**src/rtl/fifo_pkg.sv**
```systemverilog
`default_nettype none
// ============================================================================
//  Module      : fifo_pkg
//  Description : Shared constants and helpers for the asynchronous FIFO.
//                Provides the default address width, derived depth and
//                pointer-width constants, and a Gray-to-binary converter.
//                The converter is used by the write controller only when
//                ALMOST_FULL_EN is defined.
//  Revision    : 1.0 - initial release
// ============================================================================
package fifo_pkg;

    localparam int DEF_ADDR_WIDTH = 4;
    localparam int DEF_DEPTH      = 1 << DEF_ADDR_WIDTH;
    localparam int DEF_PTR_W      = DEF_ADDR_WIDTH + 1;

    // Generic 32-bit Gray-to-binary conversion. Callers zero-extend narrower
    // pointers; leading zeros leave the low bits of the result unchanged.
    function automatic logic [31:0] gray2bin(input logic [31:0] gray);
        logic [31:0] bin;
        bin = '0;
        for (int i = 0; i < 32; i++) begin
            bin[i] = ^(gray >> i);
        end
        return bin;
    endfunction

endpackage : fifo_pkg
`default_nettype wire

```
**src/rtl/bin2gray.sv**
```systemverilog
`default_nettype none
// ============================================================================
//  Module      : bin2gray
//  Description : Combinational binary-to-Gray converter.
//  Ports       : bin  (in,  WIDTH) binary value
//                gray (out, WIDTH) reflected Gray code of bin
//  Revision    : 1.0 - initial release
// ============================================================================
module bin2gray #(
    parameter int WIDTH = 5
) (
    input  logic [WIDTH-1:0] bin,
    output logic [WIDTH-1:0] gray
);

    assign gray = bin ^ (bin >> 1);

endmodule : bin2gray
`default_nettype wire

```
**src/rtl/fifo_wptr_ctrl.sv**
```systemverilog
`default_nettype none
// ============================================================================
//  Module      : fifo_wptr_ctrl
//  Description : Write-side pointer controller of the asynchronous FIFO
//                (write-clock domain). Keeps the binary write pointer,
//                drives the RAM write address/enable, publishes the
//                registered Gray pointer and a registered full flag computed
//                against the read pointer synchronized into this domain.
//  Ports       : wclk          (in)  write clock
//                wrst_n        (in)  asynchronous active-low reset
//                winc          (in)  write request
//                wq2_rptr      (in)  synchronized Gray read pointer
//                wen           (out) RAM write enable (winc & ~wfull)
//                waddr         (out) RAM write address
//                wptr          (out) registered Gray write pointer
//                wfull         (out) registered full flag
//                wovf          (out) one-cycle pulse on a rejected write
//                walmost_full  (out) registered almost-full (macro only)
//  Config      : ALMOST_FULL_EN - adds walmost_full, AFULL_THRESH and the
//                fill-level computation.
//  Revision    : 1.0 - initial release
// ============================================================================
module fifo_wptr_ctrl
    import fifo_pkg::*;
#(
    parameter int ADDR_WIDTH   = DEF_ADDR_WIDTH
`ifdef ALMOST_FULL_EN
    ,
    parameter int AFULL_THRESH = 2
`endif
) (
    input  logic                  wclk,
    input  logic                  wrst_n,
    input  logic                  winc,
    input  logic [ADDR_WIDTH:0]   wq2_rptr,
    output logic                  wen,
    output logic [ADDR_WIDTH-1:0] waddr,
    output logic [ADDR_WIDTH:0]   wptr,
    output logic                  wfull,
    output logic                  wovf
`ifdef ALMOST_FULL_EN
    ,
    output logic                  walmost_full
`endif
);

    localparam int PTR_W = ADDR_WIDTH + 1;

    // Gray pointers one full lap apart differ exactly in their top two bits.
    localparam logic [PTR_W-1:0] FULL_MASK = PTR_W'(3) << (ADDR_WIDTH - 1);

    logic [PTR_W-1:0] wbin_q, wbin_d;
    logic [PTR_W-1:0] wptr_q, wgray_d;
    logic             wfull_q, wfull_d;
    logic             wovf_q, wovf_d;

    assign wen    = winc & ~wfull_q;
    assign wbin_d = wbin_q + {{ADDR_WIDTH{1'b0}}, wen};

    bin2gray #(
        .WIDTH (PTR_W)
    ) u_bin2gray (
        .bin  (wbin_d),
        .gray (wgray_d)
    );

    assign wfull_d = (wgray_d == (wq2_rptr ^ FULL_MASK));
    assign wovf_d  = winc & wfull_q;

    always_ff @(posedge wclk or negedge wrst_n) begin
        if (!wrst_n) begin
            wbin_q  <= '0;
            wptr_q  <= '0;
            wfull_q <= 1'b0;
            wovf_q  <= 1'b0;
        end else begin
            wbin_q  <= wbin_d;
            wptr_q  <= wgray_d;
            wfull_q <= wfull_d;
            wovf_q  <= wovf_d;
        end
    end

    assign waddr = wbin_q[ADDR_WIDTH-1:0];
    assign wptr  = wptr_q;
    assign wfull = wfull_q;
    assign wovf  = wovf_q;

`ifdef ALMOST_FULL_EN
    localparam logic [PTR_W-1:0] AFULL_LEVEL =
        PTR_W'((1 << ADDR_WIDTH) - AFULL_THRESH);

    logic [PTR_W-1:0] rbin;
    logic [PTR_W-1:0] fill;
    logic             walmost_full_q, walmost_full_d;

    // Fill is taken against the post-write pointer so almost-full lines up
    // with wfull in timing.
    assign rbin           = PTR_W'(gray2bin(32'(wq2_rptr)));
    assign fill           = wbin_d - rbin;
    assign walmost_full_d = (fill >= AFULL_LEVEL);

    always_ff @(posedge wclk or negedge wrst_n) begin
        if (!wrst_n) begin
            walmost_full_q <= 1'b0;
        end else begin
            walmost_full_q <= walmost_full_d;
        end
    end

    assign walmost_full = walmost_full_q;
`endif

endmodule : fifo_wptr_ctrl
`default_nettype wire

```
**config.mk**
```make
export PLATFORM = sky130hd
export DESIGN_NAME = fifo_wptr_ctrl
export DESIGN_NICKNAME = d
export VERILOG_FILES = /design/src/rtl/fifo_pkg.sv /design/src/rtl/bin2gray.sv /design/src/rtl/fifo_wptr_ctrl.sv
export SDC_FILE = /design/constraint.sdc
export NUM_CORES = 1
export LEC_CHECK = 0
export BUFFER_PORTS_ARGS = -buffer_cell sky130_fd_sc_hd__buf_2
export CAP_MARGIN = 20
export CORE_AREA = 2 2 39 41
export CTS_CLUSTER_DIAMETER = 80
export DETAILED_ROUTE_END_ITERATION = 10
export DIE_AREA = 0 0 41 43
export PLACE_DENSITY_LB_ADDON = 0.08
export SLEW_MARGIN = 20
export SYNTH_ARGS = -nofsm -noshare
export SYNTH_HDL_FRONTEND = slang
export SYNTH_SLANG_ARGS = --single-unit
```
**constraint.sdc**
```tcl
create_clock -name wclk -period 3.5 [get_ports wclk]
set_clock_uncertainty 0.2 [all_clocks]
set_input_delay 0.175 -clock wclk [delete_from_list [all_inputs] [get_ports wclk]]
set_output_delay 0.175 -clock wclk [all_outputs]
set_load 0.005 [all_outputs]
```
Yosys cells after proc, flatten, opt, wreduce, memory -nomap -nowiden
Cells that the tools add are included.

word-level totals
  output and inout bits = 12
  logic and storage cells = 11
  bits of input ports = 8
  register bits = 12

cells by class
  bitwise operators = 5
  add/subtract/negate cells = 1
  eq/ne operators = 1

operators by type and width
  operator                                number
  5-bit by 1-bit adder with 5-bit output  1
  5-bit == test                           1
  5-bit by 4-bit XOR with 5-bit output    1
  1-bit bitwise AND                       2
  2-bit inverter                          1
  1-bit inverter                          1

Depth between registers and ports, before layout
  depth after elaboration = 5
  depth in mapped cells = 7
  mapped depth without buffers = 7

Cells and area by module
A second synthesis with hierarchy kept.

unflattened totals
  cells, all modules = 37
  area total of the unflattened synthesis = 505.5 um^2

modules (own cells, without submodules)
  module          instances  area an instance (um^2)  cells an instance  sequential area each (um^2)
  fifo_wptr_ctrl  1          462.9                    32                 300.3
  bin2gray        1          42.5                     5                  0.0

Worst setup path before layout
OpenSTA, ideal clock, no wires.

  path type = register -> register
  start point = register wfull_q (netlist: wfull)
  end point = register wfull_q (netlist: wfull)
  data arrival time = 1,803 ps
  required time = 3,199 ps
  period minus slack after synthesis = 2,104 ps
  setup time = 101 ps
  path slack = 1,396 ps
  path buffers = 0
  stages on the path, launching flop included = 8
  cell sequence = dfrtp_1 -> nor2b_1 -> ha_1 -> ha_1 -> xor2_1 -> xnor2_1 -> mux2i_1 -> nor4_1

on the way
  longest elaborated chain between the ends = 5

RTL lines
  item                                    RTL line              source
  start: declaration                      fifo_wptr_ctrl.sv:54  logic wfull_q, wfull_d;
  start signal: assignment                fifo_wptr_ctrl.sv:79  wfull_q <= wfull_d;
  1-bit inverter                          fifo_wptr_ctrl.sv:57  assign wen = winc & ~wfull_q;
  1-bit bitwise AND                       fifo_wptr_ctrl.sv:57
  via wen                                 fifo_wptr_ctrl.sv:36  output logic wen,
  5-bit by 1-bit adder with 5-bit output  fifo_wptr_ctrl.sv:58  assign wbin_d = wbin_q + {{ADDR_WIDTH{1'b0}}, wen};
  via u_bin2gray.bin[2]                   bin2gray.sv:12        input logic [WIDTH-1:0] bin,
  5-bit by 4-bit XOR with 5-bit output    bin2gray.sv:16        assign gray = bin ^ (bin >> 1);
  5-bit == test                           fifo_wptr_ctrl.sv:67  assign wfull_d = (wgray_d == (wq2_rptr ^ FULL_MASK));
  via wfull_d                             fifo_wptr_ctrl.sv:54

The timed path passes the listed nets, and every way through them passes these cells.

Final worst setup path
  start point = input port winc
  end point = register wfull_q (netlist: wfull)

on the way
  longest elaborated chain between the ends = 4

RTL lines
  item                                    RTL line              source
  start: declaration                      fifo_wptr_ctrl.sv:34  input logic winc,
  1-bit bitwise AND                       fifo_wptr_ctrl.sv:57
  5-bit by 1-bit adder with 5-bit output  fifo_wptr_ctrl.sv:58
  via u_bin2gray.bin[2]                   bin2gray.sv:12
  5-bit by 4-bit XOR with 5-bit output    bin2gray.sv:16
  5-bit == test                           fifo_wptr_ctrl.sv:67
  via wfull_d                             fifo_wptr_ctrl.sv:54

The timed path passes the listed nets, and every way through them passes these cells.

==> impl_metrics.json <==
{
  "status": "completed",
  "hold_viol": 0,
  "power.density_nw_per_um2": 962,
  "die_area_um2": 1760,
  "timing.rr.start": "wfull",
  "slew_violations": 0,
  "min_from": "wq2_rptr[2]",
  "numCtsBuffers": 3,
  "die_w_um": 41,
  "path_class": "primary input to flop",
  "postSynthCellCount": 39,
  "htreeDepth": 1,
  "nets": 76,
  "worstMarginPinSlew_ns": 0.302,
  "r2r-end": "wfull",
  "netlist-cell-type-count": 16,
  "overflow": 0,
  "yosysSeqAreaShare_pct": 53.7,
  "syn_area_per_cell_um2": 13.2,
  "whs_endpoint": "wfull",
  "leakagePower_nw": 0.338,
  "setup-tns-final_ns": 0,
  "ys_seq_elements": 11,
  "fin_crit_ns": 2.42,
  "vias": 367,
  "n_fill_cell": 130,
  "wl_per_cell_um": 10.8,
  "maxCapViolations": 0,
  "cts_post_setup_buffers_inserted": 0,
  "syn-cell-area_um2": 513,
  "track_usage_pct": 13.5,
  "grt_max_degree": 12,
  "rrSetupSlack_ns": 1.24,
  "ant_nets": 0,
  "insertion_delay_ns": 0.26,
  "remaining_drc_errors": 0,
  "drive_gt1_share_pct": 38.5,
  "mostFrequentLayoutCells": "buf_2 (19), dfrtp_1 (11), xnor2_1 (7), xor2_1 (6)",
  "drtIter0Drc": 1,
  "synth_nets": 49,
  "grt_pass1_wl_um": 1550,
  "grt_setup_unrepaired": "no",
  "finalCritPeriodShare_pct": 69.0,
  "first_pass_iters": 2,
  "wl_um": 874,
  "required_ns": 3.46,
  "antenna_cells": 0,
  "initial_core_util_pct": 37.1,
  "cts.sinks": 11,
  "root_buffer": "clkbuf_4",
  "synth_warnings": 0,
  "clock_path_buffers": 2,
  "startpoint_type": "primary input",
  "relSlewSlack_pct": 79.8,
  "setup_viol": 0,
  "core-area_um2": 1380,
  "grt_pass1_vias": 377,
  "end_kind": "flop",
  "globalplace.congestion": 0.662,
  "rows": 14,
  "max_freq_mhz": 414,
  "ioPinCount": 20,
  "vias_per_cell": 4.53,
  "portBuffers": 19,
  "reg2reg_depth": 7,
  "cp_data_arrival_time_ns": 2.38,
  "clk_pin_slew_worst_paths_ns": 0.07,
  "die_y_um": 43,
  "final_common_cell": "buf_2",
  "critPathMaxFanout": 5,
  "whs_path_depth": 3,
  "hold_class": "primary input to flop",
  "hpwl_um": 648,
  "grt_antenna_before_repair": 0,
  "area_growth_pct": 33.4,
  "fin_util_pct": 49.5,
  "ir_worst_vdd_mv": 0.362,
  "cts_tree": "built"
}
timing repair:
action / CTS / global route
setup endpoints to repair: 0 / 0
gates resized for setup: 0 / 0
hold endpoints to repair: 13 / 0
hold buffers: 3 / 0
flip-flops by register name, summed over array words and instances, names as in the netlist:
name,cells
wbin_q,5
wptr,4
wfull,1
wovf,1
layout make-up:
| cell class | instances | area, µm² | share of cell area (%) |
|---|---|---|---|
| Timing Repair Buffer | 22 | 125 | 18.3 |
| Clock buffer | 4 | 26.3 | 3.84 |
| Multi-Input combinational cell | 28 | 238 | 34.7 |
| Sequential cell | 11 | 275 | 40.2 |
| Tap cell | 16 | 20.0 | 2.93 |
through the flow:
stage | setup slack, ns | std cells | cell area [µm²] | hold slack, ns | power (mW)
final | 1.08 | 81 | 684 | 0.0276 | 0.658
after global routing | 0.808 | 81 | 684 | 0.0402 | 0.738
after CTS | 1.06 | 81 | 684 | 0.0161 | 0.673
after detailed placement | 1.22 | 74 | 628 | -0.145 | 0.580
after global placement | 1.23 | 74 | 628 | -0.143 | 0.579
after floorplan | 1.40 | 39 | 513 | -0.321 | 0.478
critical path: stages:
cell,delay (ns)
dlygate4sd3_1,0.53
buf_2,0.10
nor2b_1,0.17
ha_1,0.26
ha_1,0.28
xor2_1,0.30
xnor2_1,0.18
mux2i_1,0.11
nor4_1,0.28
worst max-delay path by stage:
stage | from | endpoint | slack, ns | cells after the start
finish | winc | wfull | 1.08 | 9
global route | winc | wfull | 0.81 | 9
floorplan | wfull | wfull | 1.40 | 7
global placement | wfull | wfull | 1.23 | 7
CTS | winc | wfull | 1.06 | 9
detailed placement | wfull | wfull | 1.22 | 7
where the power goes:
part	leakage (nW)	internal (mW)	switching, mW
logic	0.189	0.179	0.156
registers	0.134	0.192	0.0481
clock network	0.0150	0.0441	0.0399
total	0.338	0.415	0.244
synth_stat cells:
cell / number / area, µm²
nor2_1: 1 / 3.75
nor2b_1: 1 / 6.26
a21boi_0: 1 / 7.51
a21boi_2: 1 / 11.3
dfrtp_1: 11 / 275
o22ai_1: 1 / 6.26
nor4_1: 1 / 6.26
nand4_1: 1 / 6.26
xnor2_1: 7 / 61.3
ha_1: 2 / 25.0
and2_1: 2 / 12.5
mux2i_1: 1 / 10.0
xnor2_2: 1 / 16.3
and3_2: 1 / 7.51
xor2_1: 6 / 52.6
nand3_1: 1 / 5.00
per-layer routing:
| layer | vias up | part of all wire, % | track usage (%) | wire length (µm) |
|---|---|---|---|---|
| met3 | 0 | 6.1 | 3.14 | 53 |
| li1 | 182 | - | - | - |
| met4 | 0 | 0 | 10.0 | 0 |
| met1 | 172 | 43 | 17.0 | 372 |
| met2 | 13 | 51 | 19.1 | 448 |
| met5 | - | 0 | 0 | 0 |
cells by family (layout without fill, tap and decap cells):
group	Yosys count	count (layout)	synth area share, %
AO/OA/AOI/OAI	3	3	4.88
XOR/XNOR	14	14	25.4
adder cells (fa/ha/maj)	2	2	4.88
buffers and inverters	0	26	0
flip-flops	11	11	53.7
multiplexers	1	1	1.95
AND/OR/NAND/NOR	8	8	9.27
Note: power is estimated with default switching activity, not from simulation.
